===== config.mk =====
export PLATFORM = sky130hd
export DESIGN_NAME = pwd_candidate_gen
export DESIGN_NICKNAME = d
export VERILOG_FILES = /design/src/rtl/pwd_candidate_gen_pkg.sv /design/src/rtl/pwd_odometer.sv /design/src/rtl/pwd_candidate_gen.sv
export SDC_FILE = /design/constraint.sdc
export NUM_CORES = 1
export LEC_CHECK = 0
export CORE_MARGIN = 2
export CORE_UTILIZATION = 41
export DETAILED_ROUTE_END_ITERATION = 16
export PLACE_DENSITY = 0.63
export REMOVE_ABC_BUFFERS = 1
export SLEW_MARGIN = 20
export SYNTH_ARGS = -nofsm -noshare
export SYNTH_HDL_FRONTEND = slang
export SYNTH_SLANG_ARGS = --single-unit

===== constraint.sdc =====
create_clock -name clk -period 6.55 [get_ports clk]
set_input_delay 1.31 -clock clk [delete_from_list [all_inputs] [get_ports clk]]
set_output_delay 1.31 -clock clk [all_outputs]
set_load 0.005 [all_outputs]

===== src/rtl/pwd_candidate_gen_pkg.sv =====
// Shared definitions for the password candidate generator and its consumers.
// Holds the default charset size, the FSM state encoding and the index-to-ASCII map.
// charset_char is also used on the checker side to decode matched indices.
package pwd_candidate_gen_pkg;

  localparam int DEF_CHARSET_SIZE = 62;
  localparam int IDX_W            = 6;

  typedef enum logic [1:0] {
    ST_IDLE = 2'd0,
    ST_RUN  = 2'd1,
    ST_DONE = 2'd2
  } state_t;

  // 0-25 -> 'a'-'z', 26-51 -> 'A'-'Z', 52-61 -> '0'-'9'
  function automatic logic [7:0] charset_char(input logic [IDX_W-1:0] idx);
    logic [7:0] i8;
    i8 = {2'b00, idx};
    if (idx < 6'd26)      return 8'h61 + i8;
    else if (idx < 6'd52) return 8'h41 + (i8 - 8'd26);
    else                  return 8'h30 + (i8 - 8'd52);
  endfunction

endpackage


===== src/rtl/pwd_odometer.sv =====
// Purpose: combinational odometer step over MAX_LEN 6-bit indices; position len-1 is least significant.
// Latency: purely combinational, no state.
// Backpressure: none; the caller decides when to commit next_idx.
// Ports: idx (current indices, position p at [6p +: 6]), len (active positions),
//        next_idx (incremented indices), carry (wrap out of position 0).
module pwd_odometer
  import pwd_candidate_gen_pkg::*;
#(
  parameter int CHARSET_SIZE = DEF_CHARSET_SIZE,
  parameter int MAX_LEN      = 20
) (
  input  logic [IDX_W*MAX_LEN-1:0] idx,
  input  logic [7:0]               len,
  output logic [IDX_W*MAX_LEN-1:0] next_idx,
  output logic                     carry
);

  always_comb begin
    next_idx = idx;
    carry    = 1'b1;
    // Ripple from the rightmost active position toward position 0; inactive
    // positions beyond len are left untouched.
    for (int p = MAX_LEN - 1; p >= 0; p--) begin
      if ((p < int'(len)) && carry) begin
        if (idx[IDX_W*p +: IDX_W] == IDX_W'(CHARSET_SIZE - 1)) begin
          next_idx[IDX_W*p +: IDX_W] = '0;
        end else begin
          next_idx[IDX_W*p +: IDX_W] = idx[IDX_W*p +: IDX_W] + IDX_W'(1);
          carry = 1'b0;
        end
      end
    end
  end

endmodule


===== src/rtl/pwd_candidate_gen.sv =====
// Purpose: brute-force password candidate generator, odometer order from min_len to max_len characters.
// Latency: first candidate one cycle after start; one candidate per cycle while out_ready is high.
// Backpressure: valid/ready; passwd_chars/passwd_len hold stable while out_valid && !out_ready.
// Ports: clk, rst_n (async active-low); start/stop control; min_len/max_len range;
//        out_valid/out_ready handshake with passwd_chars (left-aligned bytes) and passwd_len;
//        busy (RUN), exhausted (DONE), count (saturating accepted-candidate count).
module pwd_candidate_gen
  import pwd_candidate_gen_pkg::*;
#(
  parameter int CHARSET_SIZE = DEF_CHARSET_SIZE,
  parameter int MAX_LEN      = 20
) (
  input  logic                 clk,
  input  logic                 rst_n,
  input  logic                 start,
  input  logic                 stop,
  input  logic [4:0]           min_len,
  input  logic [4:0]           max_len,
  output logic                 out_valid,
  input  logic                 out_ready,
  output logic [8*MAX_LEN-1:0] passwd_chars,
  output logic [7:0]           passwd_len,
  output logic                 busy,
  output logic                 exhausted,
  output logic [47:0]          count
);

  localparam int         IW        = IDX_W * MAX_LEN;
  localparam logic [7:0] MAX_LEN_B = 8'(MAX_LEN);

  state_t        state_q, state_d;
  logic [IW-1:0] idx_q;
  logic [IW-1:0] next_idx;
  logic [7:0]    len_q;
  logic [7:0]    lim_q;
  logic          carry;

  logic [7:0]    min_eff, max_eff, len_inc;
  logic          range_empty, hs, past_end;

  // Length sanitising: zero min means one, max clamps to the vector capacity.
  assign min_eff     = (min_len == 5'd0) ? 8'd1 : {3'b000, min_len};
  assign max_eff     = ({3'b000, max_len} > MAX_LEN_B) ? MAX_LEN_B : {3'b000, max_len};
  assign range_empty = (min_eff > max_eff);

  assign hs       = out_valid && out_ready;
  assign len_inc  = len_q + 8'd1;
  // The accepted candidate was the last one of the whole range.
  assign past_end = carry && (len_inc > lim_q);

  pwd_odometer #(
    .CHARSET_SIZE (CHARSET_SIZE),
    .MAX_LEN      (MAX_LEN)
  ) u_odometer (
    .idx      (idx_q),
    .len      (len_q),
    .next_idx (next_idx),
    .carry    (carry)
  );

  // Left-aligned byte image: position 0 in the top byte, unused bytes zero.
  function automatic logic [8*MAX_LEN-1:0] encode(input logic [IW-1:0] ix,
                                                   input logic [7:0]    ln);
    logic [8*MAX_LEN-1:0] v;
    v = '0;
    for (int p = 0; p < MAX_LEN; p++) begin
      if (p < int'(ln)) v[8*(MAX_LEN-1-p) +: 8] = charset_char(ix[IDX_W*p +: IDX_W]);
    end
    return v;
  endfunction

  always_comb begin
    state_d = state_q;
    if (stop) begin
      state_d = ST_IDLE;
    end else begin
      case (state_q)
        ST_IDLE, ST_DONE: if (start) state_d = range_empty ? ST_DONE : ST_RUN;
        ST_RUN:           if (hs && past_end) state_d = ST_DONE;
        default:          state_d = ST_IDLE;
      endcase
    end
  end

  always_ff @(posedge clk or negedge rst_n) begin
    if (!rst_n) begin
      state_q      <= ST_IDLE;
      idx_q        <= '0;
      len_q        <= '0;
      lim_q        <= '0;
      out_valid    <= 1'b0;
      passwd_chars <= '0;
      passwd_len   <= '0;
      busy         <= 1'b0;
      exhausted    <= 1'b0;
      count        <= '0;
    end else begin
      state_q   <= state_d;
      busy      <= (state_d == ST_RUN);
      exhausted <= (state_d == ST_DONE);
      if (stop) begin
        // Abort discards whatever candidate was on offer.
        out_valid    <= 1'b0;
        passwd_chars <= '0;
        passwd_len   <= '0;
      end else if (state_q != ST_RUN) begin
        if (start) begin
          count <= '0;
          idx_q <= '0;
          len_q <= min_eff;
          lim_q <= max_eff;
          if (!range_empty) begin
            out_valid    <= 1'b1;
            passwd_chars <= encode('0, min_eff);
            passwd_len   <= min_eff;
          end
        end
      end else if (hs) begin
        if (count != '1) count <= count + 48'd1;
        if (past_end) begin
          out_valid <= 1'b0;
        end else if (carry) begin
          // Length roll-over: restart at all 'a' one character longer.
          idx_q        <= '0;
          len_q        <= len_inc;
          passwd_chars <= encode('0, len_inc);
          passwd_len   <= len_inc;
        end else begin
          idx_q        <= next_idx;
          passwd_chars <= encode(next_idx, len_q);
        end
      end
    end
  end

endmodule


==> results of run 1 <==
## layout by cell type (no fill, tap or decap), drive strengths merged, types with 62 or more instances in the layout
cell type      Yosys  routed
nand2            448     448
dfrtp            354     354
o21ai            289     289
nor2             264     264
clkdlybuf4s50      0     232
ha               230     230
xnor2            155     155
a21oi            141     141
inv              140     140
nand3            119     119
xor2              98      98
nor3              75      75
o31ai             74      74
a22o              66      66
clkbuf           129      65
buf               44      62
## state kept, by name, indices dropped and copies added (netlist names)
register / cells
busy: 1
count: 48
exhausted: 1
idx_q: 120
len_q: 8
lim_q: 5
out_valid: 1
passwd_chars: 160
passwd_len: 8
state_q: 2
## cell families after synthesis
group                    after synthesis  synth area share (%)
AO/OA/AOI/OAI                        994                  24.2
XOR/XNOR                             255                  7.99
adder cells (fa/ha/maj)              230                  10.2
buffers and inverters                314                  4.37
flip-flops                           354                  31.3
multiplexers                          39                  1.45
AND/OR/NAND/NOR                     1227                  20.5
## final timing paths
check	startpoint	to	slack (ns)	depth (start not counted)
setup / recovery	len_q[5]	passwd_chars[140]	0.98	18
hold / removal	passwd_chars[58]	passwd_chars[58]	0.47	2
setup reg to reg	len_q[5]	passwd_chars[140]	0.98	18
hold reg to reg	passwd_chars[58]	passwd_chars[58]	0.47	2
max in group asynchronous	rst_n	passwd_chars[10]	4.34	2
min in group asynchronous	rst_n	count[6]	0.77	1
## synth_stat cells, drive strengths merged (75+ instances only)
| cell type | instances |
|---|---|
| nor3 | 75 |
| nor2 | 264 |
| dfrtp | 354 |
| o21ai | 289 |
| inv | 140 |
| ha | 230 |
| nand3 | 119 |
| a21oi | 141 |
| xnor2 | 155 |
| clkbuf | 129 |
| nand2 | 448 |
| xor2 | 98 |
## per-layer routing
| metal | wire length [µm] | share of wire [%] | global-route usage (%) | up-vias |
|---|---|---|---|---|
| met2 | 39700 | 46 | 38.1 | 770 |
| met3 | 5170 | 5.9 | 3.69 | 128 |
| met4 | 2050 | 2.4 | 6.21 | 2 |
| li1 | - | - | - | 12800 |
| met5 | 13 | 0.015 | 0 | - |
| met1 | 40200 | 46 | 34.1 | 12700 |
## layout make-up
class	count	area, µm²	area share [%]
clock inverter	16	246	0.743
clock buffer	65	1340	4.05
sequential	354	8860	26.7
multi-input combinational	2745	18300	55.0
timing repair buffer	294	2830	8.54
inverter	141	529	1.59
tap	882	1100	3.33
antenna	4	10.0	0.0302
## tightest hold or removal path: stages, from the launching register on
cell and delay, ns:
dfrtp_1 0.34, nand2_1 0.05, nand2_1 0.05
## metrics by stage
step                TNS (ns)  std cells  hold slack, ns  worst slack (ns)  total power [W]
finish                     0       4501           0.475             0.983          0.00689
floorplan            -190.54       3240           0.450             -1.15          0.00336
global route               0       4501           0.502             0.556          0.00719
detailed placement         0       4416           0.464              1.08          0.00419
CTS                        0       4497           0.479              1.08          0.00692
global placement           0       4416           0.462              1.13          0.00419
## power by group through the flow
stage / registers, W / clock network [W] / logic [W]
final: 0.00243 / 0.00270 / 0.00175
after global routing: 0.00244 / 0.00285 / 0.00190
after CTS: 0.00243 / 0.00276 / 0.00174
after detailed placement: 0.00247 / 0 / 0.00173
after global placement: 0.00247 / 0 / 0.00172
after floorplan: 0.00244 / 0 / 0.000917
==> run_results.csv, run 1 <==
group,metric,value,unit
drt,wl_per_cell,19.4,µm
synthesis,yosys_warnings,0,
floorplanning,ios,234,
pwr,p_clk_share,39.2,%
synthesis,async_flop_share,100,%
sta,fmax,180,MHz
sta,clock_skew,0.0297,ns
global_route,grt_pass1_vias,24400,
drt,first_iter_violations,2354,
synthesis,ys_ff_latch,354,
pwr,comb_power_share,25.5,%
clocking,cts_tree,"built",
worst_hold_path,hold_path.class,"reg -> reg",
drt,drc,0,
sta,finalCritPeriodShare,85.0,%
floorplanning,die_area,71200,µm²
setup_path,path_delay_family,"compound AO/OA/AOI/OAI gates",
floorplanning,die_y,267,µm
sta,hold_viol,0,
setup_path,endpoint_kind,"register",
synthesis,synth_seq_area_share,31.3,%
pwr,pwr-share-seq,35.3,%
synthesis,synth.distinct_cells,95,
pwr,p_per_area,208,nW/µm²
placement,place_congestion,0.954,
clocking,clkSinkCount,354,
floorplanning,core,68500,µm²
drt,antenna_left,0,
layout,nNetsFinal,3826,
placement,placed_area,31600,µm²
sta,min_period,5.57,ns
pwr,p_sw_share,33.7,%
drt,first_pass_iters,6,
pwr,switching_power,0.00232,W
drt,route.vias.total,26400,
global_route,antenna_found_initial,5,
layout,finalInstanceArea,33200,µm²
layout,fin_util,48.5,%
setup_path,slowest_stage,"or3_1",
layout,fillers,6644,
synthesis,synth_ff_type,"dfrtp_1",
setup_path,path_max_fanout,49,
pwr,leakage,13.9,nW
synthesis,synth_cells,3413,
clocking,post_cts_resize_count,0,
synthesis,yosysTopAreaCell,"dfrtp_1",
clocking,cts_buffer_depth,3,
global_route,grt_overflow,0,
pwr,p_int,0.00456,W
floorplanning,initial_core_util,41.3,%
clocking,cts_setup_buffers,0,
pwr,ir_worst_vdd,163,µV
clocking,ctsHoldBuffers,0,
sta,setup_viol,0,
clocking,clk_latency,0.60,ns
setup_path,cp-start-kind,"register",
layout,area_growth,17.2,%
sta,rsz0062_at_grt,"no",
setup_path,crit_type,"reg -> reg",
placement,dp_hpwl,63.0,mm
placement,port_buffers,233,
global_route,track_usage,24.0,%
synthesis,synthTopCellsByArea,"dfrtp_1 (31%), ha_1 (10%), nand2_1 (5.9%)",
drt,viasPerCell,5.86,
clocking,root_buffer,"clkbuf_16",
setup_path,crit_arrival,6.05,ns
clocking,numCtsBuffers,45,
setup_path,cp_cell_sequence,"or3_1 > nor2_1 > o32a_1 > o211a_1 > nand4_1 > buf_4 > or3_1 > a21o_1 > a2bb2oi_1 > buf_4 > ha_1 > inv_1 > and3_1 > a31oi_1 > o2111ai_1 > xnor2_1 > o21ai_0 > a32o_1",
setup_path,crit_buf_inv,3,
clocking,clk_pin_slew,0.06,ns
sta,slew_violations,0,
clocking,htree_levels,2,
global_route,grt_first_pass_wirelength,138,mm
sta,relSlewSlack,24.4,%
synthesis,synth_edf_count,0,
layout,layout-drive-gt1-share,5.75,%
setup_path,worst_ep_required_time,7.03,ns
floorplanning,rows,96,
sta,worstMarginPinSlew,1.13,ns
run,max-cap-violations,0,
synthesis,avgSynthCellArea,8.29,µm²
global_route,grt_max_degree,152,
synthesis,netlist_area,28300,µm²
floorplanning,dieWidth,267,µm
synthesis,synth_top_area_share,31.3,%
run_status,outcome,"finished, final reports clean",
setup_path,crit_path_max_incr_delay,0.63,ns
drt,wl,87.1,mm
Note: power is estimated with default switching activity, not from simulation.
==> run 2: changes to the inputs <==
==> constraint.sdc (replaced) <==
create_clock -name clk -period 5.6 [get_ports clk]
set_input_delay 1.12 -clock clk [delete_from_list [all_inputs] [get_ports clk]]
set_output_delay 1.12 -clock clk [all_outputs]
set_load 0.005 [all_outputs]
==> run_results.csv, run 2 (synthesis results as in run 1) <==
group,metric,value,unit
layout,final_common_cell,"nand2_1",
setup_path,r2r_slack,0.33,ns
floorplanning,rows,96,
clocking,clk_pin_slew,0.06,ns
clocking,htree_levels,2,
sta,relSlewSlack,35.1,%
drt,antenna_left,0,
sta,hold_viol,0,
layout,layout-drive-gt1-share,7.11,%
floorplanning,core,68500,µm²
floorplanning,die_area,71200,µm²
layout,antenna_cells,0,
run,max-cap-violations,0,
sta,clock_skew,0.0344,ns
floorplanning,initial_core_util,41.3,%
worst_hold_path,hold_path.class,"reg -> reg",
floorplanning,ios,234,
clocking,clk_latency,0.59,ns
sta,slew_violations,0,
setup_path,worst_ep_required_time,6.07,ns
pwr,leakage,14.2,nW
setup_path,reg2reg_depth,16,
floorplanning,dieWidth,267,µm
setup_path,crit_type,"reg -> reg",
sta,finalCritPeriodShare,94.0,%
clocking,root_buffer,"clkbuf_16",
global_route,grt_first_pass_wirelength,139,mm
layout,area_growth,18.9,%
global_route,track_usage,24.2,%
global_route,grt_max_degree,100,
layout,reg_top3,"passwd_chars (160), idx_q (120), count (48)",
sta,setup_ws,0.334,ns
sta,hold_ws,0.473,ns
setup_path,startpoint,"len_q[0]",
placement,port_buffers,233,
clocking,cts_buffer_depth,3,
drt,route.vias.total,26600,
setup_path,path_max_fanout,13,
drt,first_pass_iters,5,
global_route,grt_pass1_vias,25100,
layout,fin_util,49.2,%
placement,place_ws,0.370,ns
layout,final_cell_mix,"nand2_1 (446), dfrtp_1 (354), o21ai_0 (269)",
global_route,grt_overflow,0,
clocking,numCtsBuffers,45,
setup_path,cp-start-kind,"register",
sta,worstMarginPinSlew,0.961,ns
pwr,p_per_area,242,nW/µm²
setup_path,reg2reg_from,"len_q[0]",
clocking,ctsHoldBuffers,0,
layout,largest_reg_flops,160,
setup_path,timing.critical_path.to,"passwd_chars[84]",
global_route,antenna_found_initial,2,
setup_path,crit_arrival,5.73,ns
layout,nNetsFinal,3879,
layout,regMostFlops,"passwd_chars",
run_status,outcome,"finished, final reports clean",
drt,wl,87.3,mm
drt,wl_per_cell,19.2,µm
sta,fmax,190,MHz
placement,place_congestion,0.943,
layout,finalInstanceArea,33700,µm²
setup_path,endpoint_kind,"register",
sta,min_period,5.27,ns
clocking,clkSinkCount,354,
placement,placed_area,32000,µm²
drt,first_iter_violations,2384,
drt,drc,0,
placement,dp_hpwl,63.7,mm
sta,setup_viol,0,
setup_path,reg2reg_to,"passwd_chars[84]",
drt,viasPerCell,5.84,
floorplanning,die_y,267,µm
sta,rsz0062_at_grt,"no",
clocking,cts_tree,"built",
pwr,ir_worst_vdd,199,µV
[run 2: cell count changes in the layout (fill, tap and decap cells not counted), sizes merged]
cell	change
clkbuf	+4
clkinvlp	+1
clkinv	-4
buf	+53
diode	-4
[run 2: repair_timing]
| action | in CTS | in global routing |
|---|---|---|
| setup buffers | 0 | 2 |
| gates resized for setup | 0 | 0 |
| endpoints found under the setup margin | 0 | 4 |
[run 2: layer usage]
| metal | global-route usage (%) | up-vias | wire length (µm) |
|---|---|---|---|
| li1 | - | 12900 | - |
| met1 | 33.2 | 12800 | 39700 |
| met2 | 38.1 | 780 | 39200 |
| met3 | 4.39 | 152 | 5620 |
| met4 | 8.20 | 2 | 2820 |
| met5 | 0 | - | 13 |
[run 2: stage by stage]
stage,total power (W),std cells,setup TNS (ns)
2_1_floorplan,0.00392,3240,-465.09
3_3_place_gp,0.00496,4467,0
3_5_place_dp,0.00497,4467,0
4_1_cts,0.00820,4549,0
5_1_grt,0.00852,4551,0
6_report,0.00814,4551,0
[run 2: worst max-delay path, stage by stage (launching register included)]
cell and delay [ns]:
dfrtp_1 0.56, ha_1 0.34, nand3_1 0.44, nand2_1 0.40, a221oi_1 0.13, buf_4 0.18
a211o_1 0.48, or3_1 0.44, buf_4 0.19, o31ai_2 0.45, ha_1 0.25, nor4b_1 0.29
a311oi_1 0.15, xnor2_1 0.19, xor2_1 0.16, or3_1 0.31, a22o_1 0.18
[run 2: area by class of cell]
class	count	area (µm²)
timing repair buffer	347	3290
clock buffer	69	1390
sequential	354	8860
tap	882	1100
clock inverter	13	234
fill	6602	34800
multi-input combinational	2745	18300
inverter	141	529
[run 2: worst min-delay path by stage]
stage / startpoint / end / slack (ns) / depth (start not counted)
floorplan: lim_q[1] / lim_q[1] / 0.45 / 2
global placement: passwd_chars[70] / passwd_chars[70] / 0.46 / 2
detailed placement: passwd_chars[115] / passwd_chars[115] / 0.46 / 2
CTS: passwd_chars[0] / passwd_chars[0] / 0.48 / 2
global route: passwd_chars[6] / passwd_chars[6] / 0.50 / 2
finish: passwd_chars[0] / passwd_chars[0] / 0.47 / 2
[run 2: power by group]
part	leakage (nW)	internal (W)	switching (W)
Clock	0.788	0.00198	0.00120
Combinational	8.59	0.000769	0.00135
Sequential	4.82	0.00269	0.000149
Total	14.2	0.00544	0.00270
==> run 3: changes to the inputs <==
--- a/config.mk
+++ b/config.mk
@@ -13,4 +13,5 @@
 export SLEW_MARGIN = 20
 export SYNTH_ARGS = -nofsm -noshare
 export SYNTH_HDL_FRONTEND = slang
+export SYNTH_HIERARCHICAL = 1
 export SYNTH_SLANG_ARGS = --single-unit
==> run_results.csv, run 3 <==
group,metric,value,unit
global_route,grt_max_degree,106,
global_route,antenna_found_initial,4,
clocking,cts_tree,"built",
synthesis,synth-simple-area-share,19.5,%
floorplanning,rows,98,
setup_path,crit_type,"reg -> reg",
clocking,ctsHoldBuffers,0,
setup_path,crit_arrival,5.79,ns
layout,final_cell_mix,"dfrtp_1 (354), nor2_1 (298), o21ai_0 (287)",
run,max-cap-violations,0,
sta,setup_viol,0,
synthesis,ys_ff_latch,354,
drt,route.vias.total,27800,
sta,hold_viol,0,
synthesis,synth_cells,3535,
layout,layout-drive-gt1-share,12.1,%
placement,place_congestion,0.934,
pwr,ir_worst_vdd,187,µV
sta,relSlewSlack,22.7,%
pwr,p_per_area,260,nW/µm²
global_route,track_usage,24.4,%
setup_path,cp-start-kind,"register",
clocking,cts_buffer_depth,3,
drt,wl_per_cell,19.7,µm
sta,worstMarginPinSlew,1.16,ns
layout,regMostFlops,"passwd_chars",
run_status,outcome,"finished, final reports clean",
floorplanning,ios,234,
layout,fillers,6959,
setup_path,worst_ep_required_time,6.06,ns
floorplanning,dieWidth,273,µm
global_route,grt_overflow,0,
sta,rsz0062_at_grt,"no",
clocking,clkSinkCount,354,
synthesis,avgSynthCellArea,8.41,µm²
clocking,numCtsBuffers,45,
drt,wl,93.6,mm
drt,antenna_left,0,
synthesis,synth_ff_type,"dfrtp_1",
synthesis,synth_edf_count,0,
synthesis,synth-xor-area-share,7.63,%
layout,fin_util,49.2,%
layout,finalInstanceArea,35200,µm²
setup_path,path_max_fanout,21,
pwr,power,0.00916,W
synthesis,yosysTopAreaCell,"dfrtp_1",
sta,min_period,5.33,ns
drt,viasPerCell,5.85,
sta,slew_violations,0,
clocking,clk_pin_slew,0.07,ns
floorplanning,die_area,74700,µm²
placement,dp_hpwl,67.1,mm
sta,tns,0,ns
placement,placed_area,33600,µm²
synthesis,yosysMostFrequentCell,"dfrtp_1",
layout,nNetsFinal,4017,
placement,port_buffers,233,
synthesis,synth_commonest_cells,"dfrtp_1 (354), nor2_1 (301), o21ai_0 (293)",
layout,area_growth,18.5,%
synthesis,async_flop_share,100,%
pwr,leakage,14.3,nW
synthesis,synthTopCellsByArea,"dfrtp_1 (30%), ha_1 (9.9%), mux2_2 (6.2%)",
drt,first_pass_iters,5,
synthesis,netlist_area,29700,µm²
global_route,grt_pass1_vias,26100,
synthesis,yosys_warnings,6,
floorplanning,die_y,273,µm
synthesis,synthAdderAreaFrac,9.95,%
clocking,htree_levels,2,
worst_hold_path,hold_path.class,"in -> async",
synthesis,synth.distinct_cells,92,
global_route,grt_first_pass_wirelength,148,mm
setup_path,endpoint_kind,"register",
layout,reg_top3,"passwd_chars (160), idx_q (120), count (48)",
clocking,root_buffer,"clkbuf_16",
layout,final_common_cell,"dfrtp_1",
synthesis,synth_top_family_by_area,"compound AO/OA/AOI/OAI gates",
synthesis,synth_top_area_share,29.8,%
floorplanning,initial_core_util,41.5,%
synthesis,synth_compound_area_share,20.8,%
sta,finalCritPeriodShare,95.1,%
synthesis,synth_seq_area_share,29.8,%
layout,largest_reg_flops,160,
sta,clock_skew,0.0318,ns
synthesis,synthMuxAreaShare,6.82,%
sta,fmax,188,MHz
floorplanning,core,71600,µm²
drt,drc,0,
drt,first_iter_violations,2500,
clocking,clk_latency,0.60,ns
-- run 3: cell count changes after synthesis, moves of 31 or more --
cell       previous run  this run
mux2_2               16       164
xor2_1               98       135
nand2_1             447       267
a21oi_1             141       175
nand4_1              22       108
a22o_1               66         8
inv_1               138       211
o2bb2ai_1             1        32
nor2_1              264       301
xnor2_1             155       124
-- run 3: worst max-delay path, cell delays in order, from the launching register on --
cell and delay, ns:
dfrtp_1 0.48, or4_4 0.74, nor4_2 0.36, o32ai_1 0.14
a221oi_2 0.19, buf_4 0.26, and2_1 0.40, and4_2 0.50
nand3b_1 0.29, nor4_1 0.44, a31oi_1 0.24, o31ai_1 0.49
buf_4 0.25, a21oi_1 0.06, mux2_2 0.32
-- run 3: metal layers --
layer  GRT usage (%)  routed length, µm  vias up
li1                -                  -    13300
met4            7.89               2920        6
met5               0                 34        -
met1            33.9              42600    13500
met3            4.74               6320      169
met2            38.1              41600      860
-- run 3: final timing paths --
path	depth (start not counted)	start	slack (ns)	endpoint
setup / recovery	14	len_q[7]	0.27	passwd_chars[157]
hold / removal	1	rst_n	0.44	passwd_chars[127]
setup reg to reg	14	len_q[7]	0.27	passwd_chars[157]
hold reg to reg	2	lim_q[2]	0.49	lim_q[2]
max in group asynchronous	2	rst_n	4.04	passwd_chars[152]
min in group clk	2	lim_q[2]	0.49	lim_q[2]
-- run 3: cells by family (layout without fill, tap and decap cells) --
kind of cell | count (synthesis) | count (layout)
AND/OR/NAND/NOR | 1155 | 1155
AO/OA/AOI/OAI | 954 | 954
buffers and inverters | 394 | 662
flip-flops | 354 | 354
XOR/XNOR | 259 | 259
adder cells (fa/ha/maj) | 237 | 237
multiplexers | 182 | 182
other | 0 | 1
-- run 3: metrics by stage --
step                setup WS [ns]  hold WS, ns  instances
finish                      0.273        0.443       4754
global route               0.0264        0.453       4754
CTS                         0.223        0.453       4747
detailed placement          0.240        0.478       4665
global placement            0.343        0.466       4665
floorplan                   -1.57        0.450       3352
-- run 3: power breakdown --
part	leakage (nW)	internal (W)	switching, W	total [W]
sequential	4.82	0.00275	0.000194	0.00295
clock	0.752	0.00186	0.00126	0.00312
combinational	8.69	0.00112	0.00198	0.00310
-- run 3: what timing repair did --
action	CTS	global route
setup endpoints to repair	0	37
buffers inserted	0	6
resized for setup	0	12
-- run 3: layout make-up --
cell class | instances | area (µm²) | share of cell area (%)
Tap cell | 950 | 1190 | 3.37
Antenna cell | 1 | 2.50 | 0.00710
Multi-Input combinational cell | 2787 | 19300 | 54.9
Clock buffer | 59 | 1290 | 3.67
Inverter | 211 | 792 | 2.25
Timing Repair Buffer | 369 | 3470 | 9.85
Sequential cell | 354 | 8860 | 25.1
Clock inverter | 23 | 277 | 0.785
